File: config.mk
export PLATFORM = sky130hd
export DESIGN_NAME = sipo_rx
export DESIGN_NICKNAME = d
export VERILOG_FILES = /design/src/rtl/sipo_pkg.sv /design/src/rtl/sipo_out_buf.sv /design/src/rtl/sipo_rx.sv
export SDC_FILE = /design/constraint.sdc
export NUM_CORES = 1
export LEC_CHECK = 0
export ABC_AREA = 1
export BUFFER_PORTS_ARGS = -buffer_cell sky130_fd_sc_hd__buf_2
export CORE_MARGIN = 3
export CORE_UTILIZATION = 47
export DETAILED_ROUTE_END_ITERATION = 8
export HOLD_SLACK_MARGIN = 0.03
export PLACE_DENSITY = 0.84
export RECOVER_POWER = 100
export SKIP_LAST_GASP = 1
export SLEW_MARGIN = 15
export SYNTH_ARGS = -nofsm -noshare
export SYNTH_HDL_FRONTEND = slang
export SYNTH_SLANG_ARGS = --single-unit
File: constraint.sdc
create_clock -name clk -period 1.1 [get_ports clk]
set_input_delay 0.165 -clock clk [delete_from_list [all_inputs] [get_ports clk]]
set_output_delay 0.165 -clock clk [all_outputs]
set_load 0.02 [all_outputs]
File: src/rtl/sipo_pkg.sv
// Shared types and helpers for the serial-in parallel-out receiver.
package sipo_pkg;

    // One-entry output buffer occupancy.
    typedef enum logic {
        BUF_EMPTY = 1'b0,
        BUF_FULL  = 1'b1
    } buf_state_t;

    // Width of a counter that must represent 0..width.
    function automatic int unsigned cnt_w(input int unsigned width);
        return $clog2(width + 1);
    endfunction

endpackage

File: src/rtl/sipo_out_buf.sv
// One-entry valid/ready holding register; flags a dropped word when the
// consumer stalls while a new word arrives.
module sipo_out_buf
    import sipo_pkg::*;
#(
    parameter int unsigned WIDTH = 8
) (
    input  logic             clk,
    input  logic             rst,
    input  logic             load,
    input  logic [WIDTH-1:0] word,
    input  logic             ready,
    output logic [WIDTH-1:0] data,
    output logic             valid,
    output logic             overrun
);

    buf_state_t state;

    // Buffer FSM with registered data and overrun pulse.
    always_ff @(posedge clk) begin
        if (rst) begin
            state   <= BUF_EMPTY;
            data    <= '0;
            overrun <= 1'b0;
        end else begin
            overrun <= 1'b0;
            case (state)
                BUF_EMPTY: begin
                    // ready is meaningless with nothing to offer
                    if (load) begin
                        data  <= word;
                        state <= BUF_FULL;
                    end
                end
                BUF_FULL: begin
                    if (ready) begin
                        if (load) begin
                            data <= word;
                        end else begin
                            state <= BUF_EMPTY;
                        end
                    end else if (load) begin
                        // keep the older word, drop the new one
                        overrun <= 1'b1;
                    end
                end
                default: state <= BUF_EMPTY;
            endcase
        end
    end

    assign valid = (state == BUF_FULL);

endmodule

File: src/rtl/sipo_rx.sv
// MSB-first deserializer: shift register and bit counter with frame resync,
// feeding a one-entry output buffer.
module sipo_rx
    import sipo_pkg::*;
#(
    parameter int unsigned WIDTH = 8
) (
    input  logic                      clk,
    input  logic                      rst,
    input  logic                      serial_in,
    input  logic                      shift_en,
    input  logic                      frame_start,
    input  logic                      out_ready,
    output logic [WIDTH-1:0]          parallel_out,
    output logic                      out_valid,
    output logic                      overrun,
    output logic [cnt_w(WIDTH)-1:0]   bit_count
);

    localparam int unsigned CntW = cnt_w(WIDTH);
    localparam logic [CntW-1:0] LastBit = CntW'(WIDTH - 1);

    logic [WIDTH-1:0] shift_reg;
    logic [WIDTH-1:0] next_word;
    logic             word_done;

    assign next_word = {shift_reg[WIDTH-2:0], serial_in};
    // frame_start always restarts the word, so it suppresses completion
    assign word_done = shift_en && !frame_start && (bit_count == LastBit);

    // Shift register and bit counter, with frame_start resync.
    always_ff @(posedge clk) begin
        if (rst) begin
            shift_reg <= '0;
            bit_count <= '0;
        end else if (frame_start) begin
            if (shift_en) begin
                shift_reg <= {{(WIDTH-1){1'b0}}, serial_in};
                bit_count <= CntW'(1);
            end else begin
                shift_reg <= '0;
                bit_count <= '0;
            end
        end else if (shift_en) begin
            shift_reg <= next_word;
            bit_count <= word_done ? '0 : bit_count + CntW'(1);
        end
    end

    sipo_out_buf #(
        .WIDTH (WIDTH)
    ) u_out_buf (
        .clk     (clk),
        .rst     (rst),
        .load    (word_done),
        .word    (next_word),
        .ready   (out_ready),
        .data    (parallel_out),
        .valid   (out_valid),
        .overrun (overrun)
    );

endmodule

# Word-level counts from Yosys, hierarchy flattened
# Cells that the tools add are included.
# word_totals
reg_bits,21
output_inout_bits,14
wordCells,27
# op_classes
n_addsub,1
eq_ne,2
muxes,13
bitwise,1
n_reduce_logical,5
# ops
cell,n
two-way mux 8 bit,2
one-hot mux 8 bit (2 select lines),1
two-way mux 7 bit,2
two-way mux 4 bit,3
adder 4 x 1 -> 4 bit (second input constant),1
== test 4 x 3 -> 1 bit (second input constant),1
two-way mux 1 bit,4
OR reduction 3 bit,1
logical AND 1 bit,2
!= test 2 bit (second input constant),1
one-hot mux 1 bit (2 select lines),1
nonzero test 2 bit,1
logical NOT 1 bit,1
inverter 1 bit,1

# Longest topological paths before layout
# logic_depth
word_depth,6
depth_mapped,7
depth_no_buf,7

# Modules after synthesis
# Synthesis repeated with hierarchy kept, for this count alone.
# hier_totals
hier_cells,124
hier_area_um2,920.9
# modules_own_cells
module,n_inst,cells_per_inst,area_per_inst_um2,seq_area_each_um2
sipo_rx,1,65,465.4,220.2
sipo_out_buf,1,59,455.4,200.2

# Least setup slack after synthesis
# Ideal clock, no wire load.
# synth_path
kind,register to register
startpoint,register bit_count[0]
endpoint,register u_out_buf.data[0]
t_arrival_ps,1298
required_time_ps,1036
path_slack_ps,-262
path_stages_with_launch,8
n_path_buf,0
synth_period_minus_slack_ps,1362
cell_sequence,dfxtp_1 -> ha_1 -> nand3_2 -> nor2_8 -> nand2_4 -> nand2_1 -> inv_1 -> nor2_1
# synth_between
elab_chain_cells,5
# synth_rtl
element,line_no,text
start: declaration,sipo_rx.sv:17,output logic [cnt_w(WIDTH)-1:0] bit_count
start signal: assignment,sipo_rx.sv:39,bit_count <= CntW'(1);
start signal: assignment,sipo_rx.sv:46,bit_count <= word_done ? '0 : bit_count + CntW'(1);
== test 4 x 3 -> 1 bit (*),sipo_rx.sv:29,assign word_done = shift_en && !frame_start && (bit_count == LastBit);
logical AND 1 bit (*),sipo_rx.sv:29,
two-way mux 8 bit (*),--,
two-way mux 8 bit,--,
one-hot mux 8 bit (2 select lines) (*),--,
end signal: assignment,sipo_out_buf.sv:32,data <= word;
end signal: assignment,sipo_out_buf.sv:39,data <= word;
end: declaration,sipo_out_buf.sv:13,"output logic [WIDTH-1:0] data,"
# Every way passes the cells marked *; elsewhere a longest branch is shown, timed or not. The select of a mux whose other input is x is not followed.
# A chain may end at the register's enable or synchronous reset.

# Worst setup path after layout
# layout_path
startpoint,register bit_count[1]
endpoint,register bit_count[3]
# layout_between
elab_chain_cells,5
# layout_rtl
element,line_no,text
"parallel branches: the longest is 2 deep, another holds adder 4 x 1 -> 4 bit",--,
two-way mux 4 bit (*),sipo_rx.sv:46,
two-way mux 4 bit (*),sipo_rx.sv:44,end else if (shift_en) begin
two-way mux 4 bit (*),sipo_rx.sv:36,end else if (frame_start) begin
# Every way passes the cells marked *. The select of a mux whose other input is x is not followed.

==> flow_summary.json <==
{
  "worstMarginPinSlew_ns": 0.393,
  "relSlewSlack_pct": 73.7,
  "fin_crit_sh_pct": 107,
  "synth_top_area_cell": "dfxtp_1",
  "rr_endpoint": "bit_count[3]$_SDFFE_PP0P_",
  "fin_skew_ns": 0.000887,
  "die_area_sq_um": 2580,
  "ys_ff_latch": 21,
  "arrival_ns": 1.42,
  "hp-class": "input pin to flop",
  "pin_count": 20,
  "violations": "setup timing",
  "ys_seq_area_share_pct": 44.5,
  "leakagePower_nw": 0.560,
  "cp_data_required_time_ns": 1.34,
  "track_usage_pct": 16.2,
  "largest_register_ffs": 8,
  "ys_types": 20,
  "power_mw": 1.25,
  "maxCapViolCount": 0,
  "place_inst": 181,
  "synth_edf_count": 0,
  "cp-endpoint": "bit_count[3]$_SDFFE_PP0P_",
  "floorplan.initialDensity_pct": 52.4,
  "ys.flop_type": "dfxtp_1",
  "outcome": "finished with violations",
  "clk_pin_slew_worst_paths_ns": 0.12,
  "clockBufferDepth": 2,
  "synth_fp_nets": 141,
  "crit_path_max_fanout": 3,
  "drt_iter0_markers": 42,
  "final.fill_count": 150,
  "startpoint": "bit_count[1]$_SDFFE_PP0P_",
  "place_ws_ns": -0.0481,
  "grt-ovfl-total": 0,
  "cpMaxStageDelayCell": "dfxtp_4",
  "ant_nets": 0,
  "multiInputGateArea_sq_um": 447,
  "layout.cells.non_filler": 187,
  "worstPathCellList": "ha_4 > buf_4 > nand2_2 > nor2_2 > nor2_1 > nand3_1 > a21oi_2",
  "finalCriticalPeriod_ns": 1.18,
  "antenna_cells": 0,
  "cts.sinks": 21,
  "rows": 15,
  "grt_pass1_wl_microns": 3250,
  "h-tree-depth": 1,
  "crit_family": "flip-flops",
  "avgSynthCellArea_sq_um": 7.05,
  "grt_start_max_net_pins": 13,
  "slew_violations": 0,
  "die_w_microns": 50.8,
  "drive_above_1_share_pct": 28.4,
  "fin_util_pct": 67.8,
  "root_buffer": "clkbuf_4",
  "dp_hpwl_microns": 1430,
  "async_flop_share_pct": 0,
  "setup_ws_ns": -0.0779,
  "rsz0062_at_grt": "true",
  "regArea_sq_um": 433,
  "path_depth": 7,
  "antenna_found_initial": 0,
  "die_h_microns": 50.8,
  "fmaxAchievable_mhz": 849,
  "r2r_start": "bit_count[1]$_SDFFE_PP0P_",
  "hold_viol_final": 0,
  "r2r_setup_slack_ns": -0.08,
  "power.density_nw_per_um2": 1030,
  "synth.most_common_cell": "inv_1",
  "cts_buffers": 3,
  "critPathLaunchType": "flop",
  "yosysTopAreaCellShare_pct": 44.5,
  "vias_per_cell": 4.88,
  "yosysWarningCount": 0,
  "critPathMaxStageDelay_ns": 0.37,
  "port_buffers": 19,
  "setup_viol": 12,
  "post_cts_buffers": 0,
  "dr.pass1.iters": 5,
  "syn_inst": 134,
  "wirelength_microns": 2120,
  "crit_type": "flop to flop",
  "vdd_drop_max_mv": 0.696,
  "area_growth_pct": 29.4,
  "core_area_sq_um": 1800,
  "num_vias": 913,
  "worst-path-buf-inv": 1,
  "tns_ns": -0.227,
  "cts_tree": "built",
  "synthesis.area_sq_um": 945,
  "r2r_cells": 7,
  "ys_top_cells_by_area": "dfxtp_1 45%, inv_1 12%, nand2_1 11%",
  "grt_pass1_vias": 769,
  "wl_per_cell_microns": 11.3,
  "drc": 0,
  "crit_path_end_kind": "flop",
  "yosys-top-cells-count": "29 x inv_1, 28 x nand2_1, 21 x dfxtp_1",
  "nNetsFinal": 170,
  "gp_congestion": 0.803,
  "worst_skew_pair.late_latency_ns": 0.30
}
cell type report:
type	count	area share, %
clock inverter	1	0.409
timing repair buffer	26	13.7
inverter	31	9.52
sequential	21	35.4
tap	25	2.56
multi-input combinational	80	36.5
clock buffer	3	1.84
power breakdown:
part | switching [mW] | total (mW) | internal [mW] | leakage (nW)
logic | 0.0679 | 0.110 | 0.0426 | 0.370
registers | 0.00590 | 0.768 | 0.763 | 0.172
clock network | 0.239 | 0.375 | 0.136 | 0.0177
worst min path at each step:
stage | start | end | slack, ns | cells after the start
detailed placement | frame_start | bit_count[2]$_SDFFE_PP0P_ | 0.36 | 2
global placement | frame_start | bit_count[2]$_SDFFE_PP0P_ | 0.35 | 2
CTS | serial_in | shift_reg[0]$_SDFFE_PP0P_ | 0.14 | 3
finish | serial_in | shift_reg[0]$_SDFFE_PP0P_ | 0.16 | 3
floorplan | frame_start | bit_count[2]$_SDFFE_PP0P_ | 0.23 | 1
global route | serial_in | shift_reg[0]$_SDFFE_PP0P_ | 0.17 | 3
layout by cell type, fill, tap and decap left out:
| cell | n |
|---|---|
| buf_6 | 3 |
| and3_2 | 1 |
| nor2_8 | 1 |
| inv_1 | 29 |
| nand3_4 | 1 |
| nand2_2 | 1 |
| clkbuf_4 | 3 |
| dlygate4sd3_1 | 1 |
| nor2_4 | 1 |
| clkinv_2 | 1 |
| nand3_1 | 17 |
| nor2_1 | 11 |
| inv_2 | 2 |
| nand3_2 | 1 |
| dfxtp_4 | 3 |
| buf_4 | 6 |
| o22ai_1 | 1 |
| dfxtp_2 | 1 |
| dfxtp_1 | 17 |
| nand2_4 | 2 |
| nand4_1 | 1 |
| o32ai_1 | 1 |
| buf_2 | 6 |
| a21oi_1 | 9 |
| a21oi_2 | 1 |
| nor4_2 | 1 |
| clkbuf_1 | 1 |
| ha_4 | 1 |
| clkbuf_2 | 9 |
| nor3_1 | 1 |
| nor2_2 | 1 |
| nand2_1 | 27 |
worst reg2reg max path: cells and delay by family, from the launching register on:
family / cells / cell delay [ns]
AOI/OAI and AO/OA: 1 / 0.15
buffers and inverters: 1 / 0.14
and+or+nand+nor: 4 / 0.30
DFF: 1 / 0.37
adders and majority gates: 1 / 0.16
per-stage QoR:
step	hold slack (ns)	cell area, sq um
6_report	0.157	1220
5_1_grt	0.174	1220
4_1_cts	0.138	1200
3_5_place_dp	0.358	1130
3_3_place_gp	0.348	1130
2_1_floorplan	0.233	973
routing by layer:
metal | part of all wire, % | wire length, microns | track usage (%)
met5 | 0 | 0 | 0
met4 | 1.3 | 27 | 5.38
met3 | 4.7 | 99 | 2.92
met2 | 50 | 1060 | 26.5
met1 | 44 | 933 | 21.7
cell families (layout without fill, tap and decap cells):
family | after synthesis | after routing | synth area share [%]
AO/OA/AOI/OAI | 12 | 12 | 6.89
adder cells (fa/ha/maj) | 1 | 1 | 1.32
AND/OR/NAND/NOR | 66 | 67 | 33.6
buffers and inverters | 34 | 61 | 13.6
flip-flops | 21 | 21 | 44.5
what timing repair did:
action / in CTS / in global routing
pin swaps: 6 / 1
cloned: 1 / 0
endpoints found under the hold margin: 1 / 0
endpoints found under the setup margin: 12 / 16
gates resized for setup: 7 / 6
hold buffers: 1 / 0
(Power assumes the default switching activity.)
